==> config.mk <==
export PLATFORM = sky130hd
export DESIGN_NAME = sa_edge_feeder
export DESIGN_NICKNAME = d
export VERILOG_FILES = /design/src/rtl/sa_edge_feeder.sv
export SDC_FILE = /design/constraint.sdc
export NUM_CORES = 1
export LEC_CHECK = 0
export CORE_MARGIN = 3
export CORE_UTILIZATION = 50
export DETAILED_ROUTE_END_ITERATION = 10
export PLACE_DENSITY_LB_ADDON = 0.12
export SLEW_MARGIN = 20
export SYNTH_ARGS = -nofsm -noshare
export SYNTH_HDL_FRONTEND = slang
export SYNTH_SLANG_ARGS = --single-unit
export TNS_END_PERCENT = 100
==> constraint.sdc <==
create_clock -name CLK -period 12.87 [get_ports CLK]
set_input_delay 2.574 -clock CLK [delete_from_list [all_inputs] [get_ports CLK]]
set_output_delay 2.574 -clock CLK [all_outputs]
set_load 0.01 [all_outputs]
==> src/rtl/sa_edge_feeder.sv <==
// =============================================================================
// sa_edge_feeder : skewed, zero-padded edge feeder and EN generator for an
//                  N-lane systolic array                         | rev 1.0
// =============================================================================
`default_nettype none

module sa_edge_feeder #(
  parameter int N  = 4,
  parameter int W  = 32,
  parameter int LW = 16
) (
  input  logic           CLK,
  input  logic           RSTN,
  input  logic           START,
  input  logic [LW-1:0]  LEN,
  output logic           BUSY,
  input  logic           IN_VALID,
  output logic           IN_READY,
  input  logic [N*W-1:0] IN_DATA,
  output logic [N*W-1:0] LANE_OUT,
  output logic           EN_OUT,
  output logic           DONE
);

  typedef enum logic [2:0] {
    S_IDLE  = 3'd0,
    S_FEED  = 3'd1,
    S_FLUSH = 3'd2,
    S_LAST  = 3'd3,
    S_DONE  = 3'd4
  } state_t;

  localparam int             c_FCW        = $clog2(2 * N);
  localparam logic [c_FCW-1:0] c_FLUSH_INIT = c_FCW'(2 * N - 1);

  state_t             state_q, state_d;
  logic [LW-1:0]      rem_q, rem_d;
  logic [c_FCW-1:0]   fcnt_q, fcnt_d;
  logic               en_q;
  logic               w_adv;
  logic [N*W-1:0]     w_head;

  always_comb begin
    state_d = state_q;
    rem_d   = rem_q;
    fcnt_d  = fcnt_q;
    w_adv   = 1'b0;
    case (state_q)
      S_IDLE: begin
        if (START) begin
          if (LEN == '0) begin
            state_d = S_DONE;
          end else begin
            rem_d   = LEN;
            state_d = S_FEED;
          end
        end
      end
      S_FEED: begin
        w_adv = IN_VALID;
        if (IN_VALID) begin
          rem_d = rem_q - LW'(1);
          if (rem_q == LW'(1)) begin
            fcnt_d  = c_FLUSH_INIT;
            state_d = S_FLUSH;
          end
        end
      end
      S_FLUSH: begin
        // 2N-1 zero steps: skew (N-1) + far-column traversal (N-1) + accumulate
        w_adv  = 1'b1;
        fcnt_d = fcnt_q - c_FCW'(1);
        if (fcnt_q == c_FCW'(1)) begin
          state_d = S_LAST;
        end
      end
      S_LAST:  state_d = S_DONE;
      S_DONE:  state_d = S_IDLE;
      default: state_d = S_IDLE;
    endcase
  end

  always_ff @(posedge CLK) begin
    if (!RSTN) begin
      state_q <= S_IDLE;
      rem_q   <= '0;
      fcnt_q  <= '0;
      en_q    <= 1'b0;
    end else begin
      state_q <= state_d;
      rem_q   <= rem_d;
      fcnt_q  <= fcnt_d;
      en_q    <= w_adv;
    end
  end

  assign w_head = (state_q == S_FEED) ? IN_DATA : '0;

  for (genvar gi = 0; gi < N; gi++) begin : g_lane
    logic [W-1:0] sr_q [0:gi];

    always_ff @(posedge CLK) begin
      if (!RSTN) begin
        for (int s = 0; s <= gi; s++) begin
          sr_q[s] <= '0;
        end
      end else if (w_adv) begin
        sr_q[0] <= w_head[gi*W +: W];
        for (int s = 1; s <= gi; s++) begin
          sr_q[s] <= sr_q[s-1];
        end
      end
    end

    assign LANE_OUT[gi*W +: W] = sr_q[gi];
  end

  assign BUSY     = (state_q != S_IDLE);
  assign IN_READY = (state_q == S_FEED);
  assign DONE     = (state_q == S_DONE);
  assign EN_OUT   = en_q;

endmodule

`default_nettype wire

# --- Yosys cells after proc, flatten, opt, wreduce, memory -nomap -nowiden ---
# Memory sizes are Yosys's and may differ from the RTL's.
# Cells that the tools add are included.
# Widths: inputs -> output; s select.
totals:
  regBits: 23
  ram_bits: 320
  input_bits: 148
  output_inout_bits: 132
  memories: 4
classes:
  addsub: 2
  eq_ne: 11
  muxes: 30
  n_bitwise: 9
  reduce_logical: 9
memory_table:
  columns: ["name", "depth", "word_bits", "rd", "rd_ports_with_merged_regs", "wr", "line_no", "source"]
  rows:
  - ["g_lane[3].sr_q", 4, 32, 4, 0, 4, "100", "logic [W-1:0] sr_q [0:gi];"]
  - ["g_lane[2].sr_q", 3, 32, 3, 0, 3, "100", null]
  - ["g_lane[1].sr_q", 2, 32, 2, 0, 2, "100", null]
  - ["g_lane[0].sr_q", 1, 32, 1, 0, 1, "100", null]
ops:
  columns: ["op", "count"]
  rows:
  - ["$mux 32", 10]
  - ["$mux 128", 1]
  - ["$mux 16", 3]
  - ["$pmux 16 s2", 1]
  - ["$reduce_or 32->1", 1]
  - ["$mux 3", 7]
  - ["$eq 16x1->1 const B", 1]
  - ["$logic_not 16->1", 1]
  - ["$sub 16x1->16 const B", 1]
  - ["$pmux 3 s4", 1]
  - ["$or 1x1->1", 9]
  - ["$ne 2x2->1 const B", 4]
  - ["$reduce_and 4->1", 2]
  - ["$eq 3x1->1 const B", 2]
  - ["$eq 3x2->1 const B", 2]
  - ["$pmux 3 s2", 1]
  - ["$mux 1", 5]
  - ["$reduce_bool 2->1", 2]
  - ["$eq 3x3->1 const B", 1]
  - ["$logic_not 3->1", 1]
  - ["$reduce_and 3->1", 1]
  - ["$reduce_bool 3->1", 1]
  - ["$sub 3x1->3 const B", 1]
  - ["$ne 2x1->1 const B", 1]
  - ["$pmux 1 s2", 1]

# --- Logic depth before layout (Yosys ltp) ---
logic_depth:
  word_depth: 7
  depth_mapped: 8

# --- Worst setup path before layout ---
# No wires, ideal clock.
synth_timing:
  kind: "input -> register"
  startpoint: "input port IN_VALID"
  endpoint: "memory g_lane[0].sr_q[0][0], enable pin"
  arrival_time_ns: 10.848
  required_time_ns: 12.129
  slack_ns: 1.281
  stages: 4
  cell_sequence: "nand3b_1 > a21oi_2 > buf_2 > nand2b_1"
synth_via:
  elab_chain_cells: 6
synth_lines:
  columns: ["item", "line_no", "source"]
  rows:
  - ["from (decl)", "17", "input logic IN_VALID,"]
  - ["$pmux 1 s2 *", "48", "case (state_q)"]
  - ["$mux 1 *", "107", "end else if (w_adv) begin"]
  - ["$mux 1 *", "103", "if (!RSTN) begin"]
  - ["$mux 1 (implied by the code) *", "108", "sr_q[0] <= w_head[gi*W +: W];"]
  - ["$reduce_or 32->1 (no source line)", null, null]
  - ["$mux 1 (no source line) *", null, null]
  - ["to (decl)", "100", null]
# Mark *: on every way between the ends. The rest lies on a longest branch, timed or not.

# --- Worst setup path after layout ---
layout_timing:
  startpoint: "register state_q[1]"
  endpoint: "output port IN_READY"
layout_via:
  elab_chain_cells: 1
layout_lines:
  columns: ["item", "line_no", "source"]
  rows:
  - ["from (decl)", "36", "state_t state_q, state_d;"]
  - ["from (signal assigned)", "90", "state_q <= state_d;"]
  - ["$eq 3x1->1", "119", "assign IN_READY = (state_q == S_FEED);"]
  - ["to (decl)", "18", "output logic IN_READY,"]
# Every way passes these cells.

==> impl_results.md <==
* Mapped Area at 14,000 µm²
* Total net switching power at 612 µW
* PwrDens at 152 nW/µm²
* Clock sinks at 343
* P_int at 2090 µW
* Site Rows at 60
* Post-synth top area cell: edfxtp_1
* Initial Util at 51.3%
* Vias in the first global route at 7,965
* Fin util at 65.1%
* YS warnings at 0
* DIE AREA at 30,000 µm²
* Gate power share at 11.6%
* WHS Path Cells at 2
* Number of port buffers at 279
* Pre-CTS WS at 7.11 ns
* Clk buf depth at 3
* Layout Area Growth over Synthesis at 26.8%
* Layout cells sized above 1 at 5.87%
* Commonest cells post-synth: and3_1 (322), edfxtp_1 (320), clkbuf_1 (76)
* Worst-skew pair later-pin latency at 0.51 ns
* PnR worst setup slack at 6.82 ns
* Post-CTS Setup Inserts at 0
* Worst path arrival time at 3.48 ns
* Crit Path Class: flop to output pin
* CP Max Fanout at 54
* Final period util at 47.0%
* Overall routing resource usage at 17.9%
* Syn_nets at 1,140
* H-tree levels at 2
* Final #Nets at 1,318
* Main area contributors after synthesis: edfxtp_1 (69%), and3_1 (14%), buf_4 (3.4%), dfxtp_1 (3.3%), clkbuf_1 (2.0%)
* Outcome: finished clean
* Clock power share at 38.1%
* Hold_sp: rem_q[15]$_SDFFE_PN0P_
* Slew Viols, Final at 0
* Synthesized flop and latch total at 343
* Predominant post-synthesis flop cell: edfxtp_1
* Global-route wire length before repair at 43,600 µm
* Power Total at 2700 µW
* Antenna Cells at 0
* Dpl hpwl at 16,200 µm
* CTS tree: done
* RSZ-0062 raised after global routing: false
* Worst hold-check path type: flop to flop
* Via count at 8,356
* Fmax at 0.165 GHz
* Antenna violations before repair at 0
* FF-to-FF Start: state_q[1]$_SDFFE_PN0P_
* I/O Pins at 280
* Routed WL per cell at 18.0 µm
* Startpoint types: flop
* Rel. slew slack at 29.0%
* Max_cap viols at 0
* Slew @ Worst Pin at 1.06 ns
* Routed WL at 28,100 µm
* Seq/Total Area, Yosys at 72.0%
* CP startpoint: state_q[1]$_SDFFE_PN0P_
* Unique masters post-synth at 56
* Drt first pass iters at 5
* Pin count of the biggest net entering global routing at 131
* Final setup viols at 0
* Reg clk slew, reported paths at 0.06 ns
* CP Data Required Time at 10.30 ns
* Post-synthesis average cell area at 14.2 µm²
* TNS Setup at 0 ns
* Share of the synthesized area in the top cell type at 68.7%
* Kind of end point of the critical path: output pin
* Post-synth EDFFs at 320
* Die Y at 173 µm
* Die width at 173 µm
* R2R setup slack at 9.20 ns
* Syn Inst Count at 988
* P_leak at 0.00754 µW
* Final hold slack at 0.488 ns
* Core region area at 27,300 µm²
* Vias per cell at 5.34
* Gr ovfl total at 0
* Iter 0 DRT Violations at 725
* Ys async rst share at 0%
* Hold bufs inserted after CTS at 0
* Num CTS Buffers at 36
* DRC at 0
* Clock root buffer: clkbuf_16
* VDD IR max at 0.0853 mV
* Flop pwr share at 50.3%
* Sw frac at 22.7%
* Placer congestion estimate at 0.792
* Min Tclk post-route at 6.05 ns
* Final ANT Viol Nets at 0
* CTS resizes at 0
* R2R depth at 6
* Count leader, synth: and3_1
* Final Hold Viols at 0
* Clock Skew at 0.00999 ns
==> power by group through the flow <==
stage                     combinational [µW]  clock (µW)  sequential [µW]
after global placement                   306           0             1380
after floorplan                          168           0             1410
final                                    312        1030             1360
after global routing                     336        1090             1370
after detailed placement                 310           0             1380
after CTS                                311        1050             1360
==> worst paths after layout <==
kind / end
setup / recovery: IN_READY
hold / removal: rem_q[15]$_SDFFE_PN0P_
setup reg to reg: rem_q[13]$_SDFFE_PN0P_
hold reg to reg: rem_q[15]$_SDFFE_PN0P_
==> critical path, cell delays in order (launching register included) <==
cell and delay [ns]:
dfxtp_1 0.58, or3b_1 0.80, clkinv_2 0.88, clkdlybuf4s50_1 0.70
==> registers in the layout, indices dropped and copies added (netlist names) <==
register,count
fcnt_q,3
state_q,3
EN_OUT,1
g_lane.sr_q,320
rem_q,16
==> through the flow <==
| step | cell area [µm²] | instances |
|---|---|---|
| global placement | 16500 | 1498 |
| floorplan | 14000 | 988 |
| detailed placement | 16500 | 1498 |
| CTS | 17700 | 1562 |
| global route | 17700 | 1564 |
| finish | 17700 | 1564 |
==> metal layers <==
| metal | up-vias | wire length [µm] | global-route usage [%] |
|---|---|---|---|
| li1 | 4038 | - | - |
| met3 | 61 | 1630 | 3.22 |
| met4 | 0 | 791 | 6.18 |
| met1 | 3966 | 12000 | 24.4 |
| met2 | 291 | 13700 | 29.3 |
| met5 | - | 0 | 0 |
==> logic make-up (layout without fill, tap and decap cells) <==
logic type | count (synthesis) | in the layout | synth area share [%]
multiplexers | 3 | 3 | 0.224
buffers and inverters | 159 | 363 | 6.10
AO/OA/AOI/OAI | 66 | 66 | 3.36
adder cells (fa/ha/maj) | 4 | 4 | 0.358
AND/OR/NAND/NOR | 413 | 413 | 18.0
flip-flops | 343 | 343 | 72.0
==> cell usage in the layout (no fill, tap or decap), types with 3 or more instances in the layout <==
master / n
bufinv_16: 4
clkdlybuf4s50_1: 278
clkbuf_1: 4
clkinv_1: 8
nor4_1: 9
and3_1: 322
o21ai_0: 9
clkbuf_16: 38
nor2_1: 14
ha_1: 4
clkinv_2: 9
and2_1: 5
buf_4: 7
nor3_1: 11
edfxtp_1: 320
nand2_1: 21
nand2b_1: 3
nand4_1: 5
o22ai_1: 3
o32ai_1: 7
o211ai_1: 4
inv_1: 10
nor3b_1: 5
a21oi_1: 13
a211oi_1: 7
dfxtp_1: 23
==> area by class of cell <==
class / instances / area (µm²)
clock buffers: 42 / 966
clock inverters: 22 / 215
fillers: 1992 / 9510
inverters: 11 / 42.5
multi-input cells: 486 / 3080
flip-flops and latches: 343 / 10100
well taps: 372 / 465
repair buffers: 288 / 2900
Power figures use the tool's default switching activity.
